### src/rtl/serial_adder_pkg.sv
// Shared definitions for the bit-serial adder: state encoding and default width.
package serial_adder_pkg;

    localparam int WIDTH_DEF = 8;

    localparam logic [1:0] ST_IDLE = 2'd0;
    localparam logic [1:0] ST_RUN  = 2'd1;
    localparam logic [1:0] ST_DONE = 2'd2;

    typedef enum logic [1:0] {
        S_IDLE = ST_IDLE,
        S_RUN  = ST_RUN,
        S_DONE = ST_DONE
    } state_t;

endpackage

### src/rtl/serial_adder_full_adder.sv
// Combinational one-bit full adder; sum[1] is the carry, sum[0] the sum bit.
module full_adder (
    input  logic       a,
    input  logic       b,
    input  logic       x,
    output logic [1:0] sum
);

    assign sum = {1'b0, a} + {1'b0, b} + {1'b0, x};

endmodule

### src/rtl/serial_adder.sv
// Bit-serial WIDTH-bit adder, LSB first, one bit per clock through a single full adder.
//
// state  | meaning
// IDLE   | waiting for start; sum/cout hold the last result
// RUN    | one operand bit added per edge, carry kept in a register
// DONE   | done pulse cycle, returns to IDLE unconditionally
module serial_adder
    import serial_adder_pkg::*;
#(
    parameter  int WIDTH = WIDTH_DEF,
    localparam int CNT_W = $clog2(WIDTH + 1)
) (
    input  logic             clk,
    input  logic             rst_n,
    input  logic             start,
    input  logic [WIDTH-1:0] a,
    input  logic [WIDTH-1:0] b,
    input  logic             cin,
    output logic             busy,
    output logic             done,
    output logic [WIDTH-1:0] sum,
    output logic             cout
);

    state_t           state;
    logic [WIDTH-1:0] a_sh;
    logic [WIDTH-1:0] b_sh;
    logic [WIDTH-1:0] sum_sh;
    logic             carry;
    logic [CNT_W-1:0] count;
    logic [1:0]       fa_sum;
    logic [WIDTH-1:0] sum_next;

    full_adder u_fa (
        .a   (a_sh[0]),
        .b   (b_sh[0]),
        .x   (carry),
        .sum (fa_sum)
    );

    // New bit enters at the MSB so after WIDTH shifts the LSB sits at bit 0.
    assign sum_next = (sum_sh >> 1) | (WIDTH'(fa_sum[0]) << (WIDTH - 1));

    always_ff @(posedge clk or negedge rst_n) begin
        if (!rst_n) begin
            state  <= S_IDLE;
            busy   <= 1'b0;
            done   <= 1'b0;
            sum    <= '0;
            cout   <= 1'b0;
            a_sh   <= '0;
            b_sh   <= '0;
            sum_sh <= '0;
            carry  <= 1'b0;
            count  <= '0;
        end else begin
            case (state)
                S_IDLE: begin
                    done <= 1'b0;
                    if (start) begin
                        a_sh  <= a;
                        b_sh  <= b;
                        carry <= cin;
                        count <= '0;
                        busy  <= 1'b1;
                        state <= S_RUN;
                    end
                end
                S_RUN: begin
                    sum_sh <= sum_next;
                    a_sh   <= a_sh >> 1;
                    b_sh   <= b_sh >> 1;
                    carry  <= fa_sum[1];
                    count  <= count + CNT_W'(1);
                    if (count == CNT_W'(WIDTH - 1)) begin
                        sum   <= sum_next;
                        cout  <= fa_sum[1];
                        done  <= 1'b1;
                        state <= S_DONE;
                    end
                end
                S_DONE: begin
                    done  <= 1'b0;
                    busy  <= 1'b0;
                    state <= S_IDLE;
                end
                default: begin
                    done  <= 1'b0;
                    busy  <= 1'b0;
                    state <= S_IDLE;
                end
            endcase
        end
    end

endmodule

### config.mk
export PLATFORM = sky130hd
export DESIGN_NAME = serial_adder
export DESIGN_NICKNAME = d
export VERILOG_FILES = /design/src/rtl/serial_adder_pkg.sv /design/src/rtl/serial_adder_full_adder.sv /design/src/rtl/serial_adder.sv
export SDC_FILE = /design/constraint.sdc
export NUM_CORES = 1
export LEC_CHECK = 0
export CORE_MARGIN = 3
export CORE_UTILIZATION = 35
export CTS_BUF_LIST = sky130_fd_sc_hd__clkbuf_4 sky130_fd_sc_hd__clkbuf_8
export DETAILED_ROUTE_END_ITERATION = 12
export HOLD_SLACK_MARGIN = 0.12
export MAX_ROUTING_LAYER = met4
export SYNTH_ARGS = -nofsm -noshare
export SYNTH_HDL_FRONTEND = slang
export SYNTH_SLANG_ARGS = --single-unit
### constraint.sdc
create_clock -name clk -period 1.7 [get_ports clk]
set_input_delay 0.34 -clock clk [delete_from_list [all_inputs] [get_ports clk]]
set_output_delay 0.34 -clock clk [all_outputs]
set_load 0.005 [all_outputs]
* After elaboration in Yosys (flattened, before gate mapping) *
Index checks and enable logic that the tools add are counted.

word-level totals
  register bits = 42
  latch bits = 0
  bits in writable memories = 0
  bits in read-only memories = 0
  input bits = 20
  logic and storage cells = 40
  memories kept = 0

cells by class
  add/subtract/negate cells = 3
  multiply operators = 0
  div/mod/pow operators = 0
  magnitude comparators = 0
  equality and inequality tests = 4
  shifts and indexed selects = 0
  muxes and demuxes = 15
  bitwise logic cells = 2
  reductions and logical operators = 6

operators with widths
  operator                                              count
  one-hot mux 8 bit (2 select lines)                    2
  2-to-1 mux 8 bit                                      2
  bitwise OR 7 x 8 -> 8 bit                             1
  one-hot mux 4 bit (2 select lines)                    1
  AND reduction 2 bit                                   4
  adder 4 x 1 -> 4 bit (second input constant)          1
  equality test 4 x 3 -> 1 bit (second input constant)  1
  2-to-1 mux 1 bit                                      4
  2-to-1 mux 2 bit                                      2
  2-to-1 mux 4 bit                                      1
  != test 2 bit (second input constant)                 2
  one-hot mux 1 bit (2 select lines)                    2
  one-hot mux 2 bit (2 select lines)                    1
  adder 1 x 1 -> 2 bit                                  1
  adder 2 x 1 -> 2 bit                                  1
  equality test 2 x 1 -> 1 bit (second input constant)  1
  logical NOT 2 bit                                     1
  nonzero test 2 bit                                    1
  inverter 1 bit                                        1

* Longest topological paths before layout *
  word-level depth = 3
  mapped depth = 5
  depth with buffers taken out = 4

* Hierarchy *
A second synthesis with hierarchy kept.

unflattened totals
  cells, all modules = 163
  area, all modules = 1,765.4 sq um

by module, submodules not included
  module        times used  cells each  area an instance (sq um)  seq. area each (sq um)
  serial_adder  1           162         1,745.4                   1,026.0
  full_adder    1           1           20.0                      0.0

* Least setup slack after synthesis *
OpenSTA, ideal clock, no wires.

  path kind = reg2reg
  start = register count[0]
  end = register cout
  library setup time = 0.125 ns
  data arrival time = 1.338 ns
  required time = 1.575 ns
  path slack = 0.237 ns
  stages on the path, launching flop included = 6
  path buffers = 1
  clock period less this slack = 1.463 ns
  cells stage by stage = dfrtp_1 -> ha_1 -> and3b_1 -> nor2b_4 -> buf_12 -> mux2_4

on the way
  word-level cells in the longest chain between the ends = 2

ends and longest elaborated chain
  what                           RTL line            text
  start: declaration             serial_adder.sv:30  logic [CNT_W-1:0] count;
  start signal: assignment       serial_adder.sv:74  count <= count + CNT_W'(1);
  equality test 4 x 3 -> 1 bit   serial_adder.sv:75  if (count == CNT_W'(WIDTH - 1)) begin
  AND reduction 2 bit (no line)  --
  end signal: assignment         serial_adder.sv:77  cout <= fa_sum[1];
  end: declaration               serial_adder.sv:22  output logic cout

No other way between the ends.
A chain may end at the register's enable or synchronous reset.

* Final worst setup path *
  start = register count[0]
  end = register sum[6]

on the way
  word-level cells in the longest chain between the ends = 2

ends and longest elaborated chain
  what                           RTL line            text
  equality test 4 x 3 -> 1 bit   serial_adder.sv:75
  AND reduction 2 bit (no line)  --
  end signal: assignment         serial_adder.sv:76  sum <= sum_next;
  end: declaration               serial_adder.sv:21  output logic [WIDTH-1:0] sum,

No other way between the ends.

==> out/summary.json <==
{
  "global_routing": {
    "track_usage": 0.1293,
    "grt_antenna_before_repair": 0,
    "via_count_of_the_first_global_routing_pass": 1269,
    "grt_first_pass_wirelength_mm": 5.954,
    "grt.overflow.total": 0,
    "grt_max_degree": 25
  },
  "floorplan": {
    "die_h_um": 77.58,
    "fp-row-count": 25,
    "design.core.area_um2": 4848,
    "top_level_ports": 31,
    "floorplan.die_area_um2": 6018,
    "floorplan.initialDensity": 0.3698,
    "horizontal_extent_of_the_die_um": 77.58
  },
  "cells_and_area": {
    "multi_input_area_um2": 686.9,
    "final_core_utilization": 0.4782,
    "stdcell_area_um2": 2318,
    "n_antenna_cell": 0,
    "area.sequential_um2": 1026,
    "final_net_count": 204,
    "post_route_cells_drive_above_1_share": 0.1967,
    "area_growth_pct": 29.31,
    "fillCellCount": 431
  },
  "routing": {
    "via_per_inst": 4.896,
    "overall_via_count_from_detail_route": 1224,
    "finalWirelength_mm": 3.452,
    "drt-wirelength-per-cell_um": 13.81,
    "drt_pass1_iterations": 4,
    "drt_iter0_drc": 69,
    "drc": 0,
    "drt.antenna.violating_nets": 0
  },
  "outcome": {
    "status": "finished, final reports clean"
  },
  "clocking": {
    "cts_max_level": 2,
    "clkSinkCount": 41,
    "cts.reportedPaths.clkPinSlew_ps": 80,
    "clk_path_buf_depth": 2,
    "cts-root-buf": "sky130_fd_sc_hd__clkbuf_8",
    "post_cts.resized_instances": 0,
    "cts_made_buffers": 5,
    "clock_latency_ps": 290,
    "tritoncts": "yes"
  },
  "timing": {
    "worst_hold_slack_ps": 489.0,
    "tightest_slew_ps": 449.4,
    "setup_violations": 0,
    "final_min_period_over_clock_period": 0.9472,
    "timing.max_slew.rel_slack": 0.7004,
    "fin_worst_skew_ps": 8.525,
    "maxSlewViolCount": 0,
    "rsz_0062_raised_after_global_routing": "false",
    "fmax_ghz": 0.6210,
    "period_minus_slack_ps": 1610,
    "finalHoldViolCount": 0
  },
  "worst_setup_path": {
    "critical_path.startpoint_type": "flop",
    "worst_path_largest_cell_delay_ps": 410,
    "crit_path_end_kind": "flop",
    "worstPathBufferInverterCount": 1,
    "path_class": "flop to flop",
    "worstPathMaxFanout": 10,
    "cp_data_arrival_time_ps": 1790,
    "critical_path_required_ps": 1880,
    "slowest_stage": "sky130_fd_sc_hd__dfrtp_1",
    "path_delay_family": "simple AND/OR/NAND/NOR gates",
    "path_cells": "ha_1 -> and3b_1 -> nor2b_4 -> buf_12 -> mux2_4"
  },
  "yosys": {
    "leading_register_cell_type_out_of_synthesis": "sky130_fd_sc_hd__dfrtp_1",
    "ys_ff_latch": 41,
    "syn_area_per_cell_um2": 12.37,
    "synth_cells": 145,
    "postSynthNetCount": 167,
    "postSynth.asyncResetShare": 1.000,
    "synth.yosys.seq_area_share": 0.5722,
    "synth_edf_count": 0,
    "synth.yosys.warnings": 0,
    "yosys.cell_types.count": 29,
    "syn_area_um2": 1793
  },
  "power_and_ir_drop": {
    "p_leak_nw": 1.010,
    "clockPowerShare": 0.220,
    "power.switching_mw": 1.084,
    "maximum_ir_drop_on_the_vdd_rail_uv": 767.3,
    "power.internal_mw": 2.656,
    "power.switching_fraction": 0.2899,
    "power.density_nw_per_um2": 1613,
    "pwr-share-seq": 0.433,
    "combinationalPowerShare": 0.347
  },
  "placement": {
    "post-dp-hpwl_mm": 2.431,
    "place_congestion": 0.8240,
    "post_dp_cell_area_um2": 2168,
    "portBuffers": 30
  },
  "flow_run": {
    "max_cap_viol_count": 0
  },
  "min_path": {
    "hold_path_class": "flop to flop"
  }
}
cells in the final DEF (no fill, tap or decap), types with 6 or more instances in the layout:
cell                              count
sky130_fd_sc_hd__a22oi_1             12
sky130_fd_sc_hd__buf_4                7
sky130_fd_sc_hd__clkbuf_8             6
sky130_fd_sc_hd__clkdlybuf4s50_1     29
sky130_fd_sc_hd__dfrtp_1             41
sky130_fd_sc_hd__mux2_2               7
sky130_fd_sc_hd__mux2_4               9
sky130_fd_sc_hd__nand2_1             18
sky130_fd_sc_hd__o21ai_0             17
synthesized netlist by cell type (all sizes together) (2+ instances only):
master | n | share of area
a21oi | 4 | 0.011
a22oi | 12 | 0.050
a32o | 2 | 0.011
and3b | 4 | 0.020
buf | 7 | 0.036
clkbuf | 3 | 0.0063
dfrtp | 41 | 0.57
mux2 | 16 | 0.12
nand2 | 18 | 0.038
nand2b | 2 | 0.011
nand3 | 3 | 0.0084
nor2 | 4 | 0.0084
nor2b | 3 | 0.015
o21ai | 17 | 0.047
worst paths after layout:
| kind | from | end | slack (ps) | cells after the start |
|---|---|---|---|---|
| min in group asynchronous | rst_n | done$_DFFE_PN0P_ | 510 | 2 |
| hold / removal | a_sh[2]$_DFFE_PN0P_ | a_sh[2]$_DFFE_PN0P_ | 490 | 2 |
| setup / recovery | count[0]$_DFFE_PN0P_ | sum[6]$_DFFE_PN0P_ | 90 | 5 |
| max in group asynchronous | rst_n | a_sh[4]$_DFFE_PN0P_ | 700 | 3 |
| setup reg to reg | count[0]$_DFFE_PN0P_ | sum[6]$_DFFE_PN0P_ | 90 | 5 |
| hold reg to reg | a_sh[2]$_DFFE_PN0P_ | a_sh[2]$_DFFE_PN0P_ | 490 | 2 |
worst reg2reg max path: stages, from the launching register on:
cell and delay [ps]:
sky130_fd_sc_hd__dfrtp_1 410, sky130_fd_sc_hd__ha_1 210, sky130_fd_sc_hd__and3b_1 230, sky130_fd_sc_hd__nor2b_4 180, sky130_fd_sc_hd__buf_12 150, sky130_fd_sc_hd__mux2_4 310
logic make-up after synthesis:
kind of cell / count (synthesis) / share of synthesized area
AOI/OAI and AO/OA: 38 / 0.1326
buffers and inverters: 11 / 0.04466
adders and majority gates: 2 / 0.01814
muxes: 17 / 0.1249
and+or+nand+nor: 36 / 0.1075
DFF: 41 / 0.5722
per-layer routing:
layer	wire (um)	track usage	part of all wire	up-vias
li1	-	-	-	588
met1	1676	0.1612	0.49	590
met2	1534	0.1969	0.44	37
met3	185	0.03596	0.054	9
met4	55	0.05694	0.016	0
met5	0	-	0	-
registers in the layout (all words and copies together), names as in the netlist:
register	flops
a_sh	8
b_sh	8
busy	1
carry	1
count	4
cout	1
done	1
state	2
sum	8
sum_sh	7
power groups by stage:
stage	Combinational, mW	Sequential (mW)	Clock (mW)
5_1_grt	1.43	1.68	0.891
4_1_cts	1.32	1.63	0.845
2_1_floorplan	0.889	1.57	0
6_report	1.30	1.62	0.824
3_3_place_gp	1.25	1.62	0
3_5_place_dp	1.30	1.64	0
timing repair:
item / 4_1_cts / 5_1_grt
hold buffers: 1 / 0
endpoints found under the hold margin: 17 / 0
buffers inserted: 1 / 0
setup endpoints to repair: 9 / 0
area by class of cell:
type	count	area share
timing repair buffer	40	0.1716
sequential	41	0.4425
multi-input combinational	93	0.2963
inverter	1	0.001619
tap	67	0.03616
clock inverter	1	0.01295
clock buffer	7	0.03886
per-stage QoR:
stage               setup WS [ps]  std cells  setup TNS (ps)  power [mW]
global placement            51.86        240               0       2.868
global route                7.992        250               0       3.997
floorplan                   236.9        145               0       2.464
finish                      89.80        250               0       3.740
detailed placement         -27.28        240          -206.1       2.938
CTS                         83.20        250               0       3.792
(Power assumes the default switching activity.)
